$ cat src/rtl/result_stage_pkg.sv
// Shared types and constants for the result_stage skid buffer.
// Holds the state enum, default data width and the result-entry record.
package result_stage_pkg;

  localparam int RESULT_WIDTH = 16;

  typedef enum logic [1:0] {
    EMPTY = 2'd0,
    ONE   = 2'd1,
    FULL  = 2'd2
  } stage_state_e;

  typedef struct packed {
    logic [RESULT_WIDTH-1:0] data;
    logic                    zr;
    logic                    ng;
  } result_entry_t;

  function automatic logic [1:0] state_occupancy(input stage_state_e s);
    logic [1:0] occ;
    occ = 2'd0;
    case (s)
      ONE:     occ = 2'd1;
      FULL:    occ = 2'd2;
      default: occ = 2'd0;
    endcase
    return occ;
  endfunction

endpackage

$ cat src/rtl/result_flags.sv
// Combinational zero/negative flags of a result word, used on the capture path.
// Only compiled when RESULT_STAGE_FLAGS_EN is defined.
`ifdef RESULT_STAGE_FLAGS_EN
module result_flags
  import result_stage_pkg::*;
#(
  parameter int WIDTH = RESULT_WIDTH
) (
  input  logic [WIDTH-1:0] data,
  output logic             zr,
  output logic             ng
);

  assign zr = (data == '0);
  assign ng = data[WIDTH-1];

endmodule
`endif

$ cat src/rtl/result_stage.sv
// Two-entry registered skid buffer for AND16 result words with optional ZR/NG flags.
// Define RESULT_STAGE_FLAGS_EN to build the flag registers; otherwise out_zr/out_ng are tied 0.
//
// state | meaning
// EMPTY | no word held, out_valid low
// ONE   | head word held, in_ready high
// FULL  | head and second word held, in_ready low
module result_stage
  import result_stage_pkg::*;
#(
  parameter int WIDTH = RESULT_WIDTH
) (
  input  logic             clk,
  input  logic             rst_n,
  input  logic             in_valid,
  input  logic [WIDTH-1:0] in_data,
  output logic             in_ready,
  output logic             out_valid,
  output logic [WIDTH-1:0] out_data,
  output logic             out_zr,
  output logic             out_ng,
  input  logic             out_ready,
  output logic [1:0]       occupancy
);

  stage_state_e     state_q, state_d;
  logic             in_ready_q;
  logic [WIDTH-1:0] head_q, tail_q;
  logic             push, pop;
  logic             load_head, head_from_tail, load_tail;

  assign push      = in_valid & in_ready_q;
  assign out_valid = (state_q != EMPTY);
  assign pop       = out_valid & out_ready;
  assign in_ready  = in_ready_q;
  assign out_data  = head_q;
  assign occupancy = state_occupancy(state_q);

  always_comb begin
    state_d        = state_q;
    load_head      = 1'b0;
    head_from_tail = 1'b0;
    load_tail      = 1'b0;
    case (state_q)
      EMPTY: begin
        if (push) begin
          state_d   = ONE;
          load_head = 1'b1;
        end
      end
      ONE: begin
        if (push && pop) begin
          load_head = 1'b1;
        end else if (push) begin
          state_d   = FULL;
          load_tail = 1'b1;
        end else if (pop) begin
          state_d = EMPTY;
        end
      end
      FULL: begin
        if (pop) begin
          state_d        = ONE;
          load_head      = 1'b1;
          head_from_tail = 1'b1;
        end
      end
      default: state_d = EMPTY;
    endcase
  end

  // in_ready is a pure function of the registered next state, so out_ready never reaches it combinationally
  always_ff @(posedge clk or negedge rst_n) begin
    if (!rst_n) begin
      state_q    <= EMPTY;
      in_ready_q <= 1'b0;
      head_q     <= '0;
      tail_q     <= '0;
    end else begin
      state_q    <= state_d;
      in_ready_q <= (state_d != FULL);
      if (load_head) head_q <= head_from_tail ? tail_q : in_data;
      if (load_tail) tail_q <= in_data;
    end
  end

`ifdef RESULT_STAGE_FLAGS_EN
  logic cap_zr, cap_ng;
  logic head_zr_q, head_ng_q, tail_zr_q, tail_ng_q;

  result_flags #(.WIDTH(WIDTH)) u_flags (
    .data (in_data),
    .zr   (cap_zr),
    .ng   (cap_ng)
  );

  always_ff @(posedge clk or negedge rst_n) begin
    if (!rst_n) begin
      head_zr_q <= 1'b0;
      head_ng_q <= 1'b0;
      tail_zr_q <= 1'b0;
      tail_ng_q <= 1'b0;
    end else begin
      if (load_head) begin
        head_zr_q <= head_from_tail ? tail_zr_q : cap_zr;
        head_ng_q <= head_from_tail ? tail_ng_q : cap_ng;
      end
      if (load_tail) begin
        tail_zr_q <= cap_zr;
        tail_ng_q <= cap_ng;
      end
    end
  end

  assign out_zr = head_zr_q;
  assign out_ng = head_ng_q;
`else
  assign out_zr = 1'b0;
  assign out_ng = 1'b0;
`endif

endmodule

$ cat config.mk
export PLATFORM = sky130hd
export DESIGN_NAME = result_stage
export DESIGN_NICKNAME = d
export VERILOG_FILES = /design/src/rtl/result_stage_pkg.sv /design/src/rtl/result_flags.sv /design/src/rtl/result_stage.sv
export SDC_FILE = /design/constraint.sdc
export NUM_CORES = 1
export LEC_CHECK = 0
export CAP_MARGIN = 10
export CORE_MARGIN = 2
export CORE_UTILIZATION = 35
export CTS_CLUSTER_SIZE = 40
export DETAILED_ROUTE_END_ITERATION = 8
export DONT_BUFFER_PORTS = 1
export HOLD_SLACK_MARGIN = 0.08
export PLACE_DENSITY = 0.59
export REMOVE_ABC_BUFFERS = 1
export SLEW_MARGIN = 20
export SYNTH_ARGS = -nofsm -noshare
export SYNTH_HDL_FRONTEND = slang
export SYNTH_HIERARCHICAL = 1
export SYNTH_SLANG_ARGS = --single-unit
$ cat constraint.sdc
create_clock -name clk -period 2.02 [get_ports clk]
set_input_delay 0.404 -clock clk [delete_from_list [all_inputs] [get_ports clk]]
set_output_delay 0.404 -clock clk [all_outputs]
set_load 0.005 [all_outputs]
==> results by group <==
Run status
  – Status: completed

Yosys
  – Synth Cell Area: 1580 µm²
  – Post-synthesis cell type count: 18
  – Syn_area_per_cell: 15.1 µm²
  – Cell count after synthesis: 105
  – Seq cells post-synth: 35
  – Post-synthesis sequential area ratio: 55.3%
  – Yosys Warn Count: 6

Pwr
  – NetSw: 0.000703 W
  – Internal: 0.00174 W
  – Sequential power share: 52.4%
  – PwrDens: 1400 nW/µm²
  – Tot Pwr: 0.00244 W
  – Clock share of power: 19.2%
  – Leakage power total: 0.725 nW
  – Sw Share: 28.8%
  – Peak supply drop: 0.000647 V
  – Comb power frac: 28.4%

Critical path
  – CP peak stage delay: 0.44 ns
  – Reg-to-Reg Start: state_q[1]
  – Setup crit start kind: register
  – Largest fanout on the critical path: 16
  – Critical Path Source: state_q[1]
  – CP Capture Type: register
  – Worst EP arrival: 1.84 ns
  – Crit-path slowest cell: dfrtp_1
  – Worst EP required: 2.18 ns
  – Critical path cell sequence: or2_4, o221ai_2, buf_4, mux2_2
  – Crit path kind: reg -> reg

Min path
  – Min-Delay Path Class: in -> reg
  – Hold Startpoint: out_ready

Place
  – DP HPWL: 1.94 mm
  – Port buffer count: 0
  – Final RePlAce weighted congestion: 0.688
  – Inst Count DP: 155

STA
  – Setup TNS: 0 ns
  – Period utilization: 82.9%
  – Final setup viols: 0
  – Final Critical Period: 1.67 ns
  – Post-Route Skew: 0.00370 ns
  – Final count of hold timing violations: 0
  – Unrepaired setup endpoints after global routing: false
  – Highest clock rate: 597 MHz
  – Worst hold slack: 0.272 ns
  – Max-slew violations: 0

Clocking
  – CTS H-tree lvls: 2
  – CTS root buf: clkbuf_8
  – Clk_lat worst skew: 0.28 ns
  – CTS max path bufs: 2
  – Clock-pin slew on the worst setup and hold paths: 0.06 ns
  – Clk sinks: 35
  – PostCTS Resize Cnt: 0
  – Cts bufs inserted: 5
  – CTS tree: yes

Floorplanning
  – Die width: 71.3 µm
  – Core Area: 4350 µm²
  – Die Height: 71.3 µm
  – # rows: 24
  – IO Pins: 42
  – Die area: 5080 µm²
  – Initial cell density of the core: 36.4%

Global route
  – Tot GR Track Use: 12.4%
  – Vias in the first global route: 973
  – Largest net degree at the start of global routing: 36
  – Initial antenna violation count: 0
  – GR Overflow Total: 0
  – First-pass GRT wire length: 4.82 mm

Finish
  – Most frequent cells in the layout: 47 x mux2_2, 35 x dfrtp_1, 5 x clkbuf_8
  – Fillers: 389
  – Final Util: 39.9%
  – # diodes: 0
  – Fraction of layout instances using a drive strength above 1: 55.8%
  – Area Growth Syn to Fin: 9.72%
  – Final instance count without filler cells: 165
  – Fin nets: 132
  – Commonest non-fill, non-tap cell in the layout: mux2_2

Drt
  – Drt pass-1 iters: 4
  – Post-DRT Antenna Nets: 0
  – Via/cell ratio: 5.01
  – Residual DRC: 0
  – DRT iter0 DRCs: 13
  – Final WL: 2.78 mm
  – Wirelength per Cell: 16.8 µm
  – Via count: 827

Job
  – Max Cap Viol: 0
==> worst paths after layout <==
kind / endpoint / slack [ns] / cells after the start
worst max register to register: out_data[8] / 0.35 / 4
min in group asynchronous: tail_q[4] / 0.58 / 2
worst min register to register: tail_q[13] / 0.50 / 1
worst max-delay path: out_data[8] / 0.35 / 4
worst min-delay path: in_ready / 0.27 / 2
max in group asynchronous: in_ready / 1.26 / 2
==> registers in the layout, summed over array words and instances (netlist names) <==
signal	count
in_ready	1
state_q	2
tail_q	16
out_data	16
==> cells by family after synthesis <==
group           after synthesis  share of synthesized area (%)
compound gates                3                           1.97
buf+inv                       7                           3.87
flops                        35                           55.3
mux                          48                           34.4
other cells                   1                          0.237
simple gates                 11                           4.27
==> worst max-delay path, delay by kind of cell, from the launching register on <==
family	cells	cell delay, ns
flops	1	0.44
compound gates	1	0.19
simple gates	1	0.28
mux	1	0.37
buf+inv	1	0.29
==> synthesized netlist by cell type <==
cell	n	area (µm²)
nor3b_1	1	7.51
mux2_2	47	529
o221ai_2	1	15.0
nand3b_1	1	7.51
o221ai_1	1	8.76
buf_4	3	22.5
nor2b_1	4	25.0
conb_1	1	3.75
or2_4	1	8.76
nor2_1	1	3.75
nand2_1	1	3.75
or2_2	1	6.26
nand3_1	1	5.00
buf_6	3	33.8
dfrtp_1	35	876
buf_2	1	5.00
a21boi_0	1	7.51
mux2_4	1	15.0
==> power groups by stage <==
stage	sequential (W)	clock [W]	combinational, W
floorplan	0.00122	0	0.000573
global route	0.00133	0.000530	0.000767
CTS	0.00129	0.000494	0.000708
finish	0.00128	0.000467	0.000694
detailed placement	0.00130	0	0.000690
global placement	0.00127	0	0.000655
==> routing by layer <==
metal	wire length [µm]	up-vias	global-route usage, %
met5	0	-	0
met4	41	0	4.40
met3	282	7	6.75
met2	1340	30	19.8
met1	1110	410	14.2
li1	-	380	-
==> what timing repair did <==
item / 4_1_cts / 5_1_grt
hold endpoints to repair: 35 / 0
hold buffers: 2 / 0
buffers inserted: 0 / 0
==> area by class of cell <==
class | count | area [µm²] | share of cell area, %
Timing Repair Buffer | 6 | 60.1 | 3.46
Tap cell | 52 | 65.1 | 3.74
Multi-Input combinational cell | 64 | 656 | 37.7
Clock inverter | 1 | 5.00 | 0.288
Clock buffer | 7 | 76.3 | 4.39
Sequential cell | 35 | 876 | 50.4
==> per-stage QoR <==
step | cell area, µm² | worst slack, ns
6_report | 1740 | 0.345
5_1_grt | 1740 | 0.257
4_1_cts | 1740 | 0.329
3_5_place_dp | 1630 | 0.331
3_3_place_gp | 1630 | 0.397
2_1_floorplan | 1530 | -0.456
(Power assumes the default switching activity.)
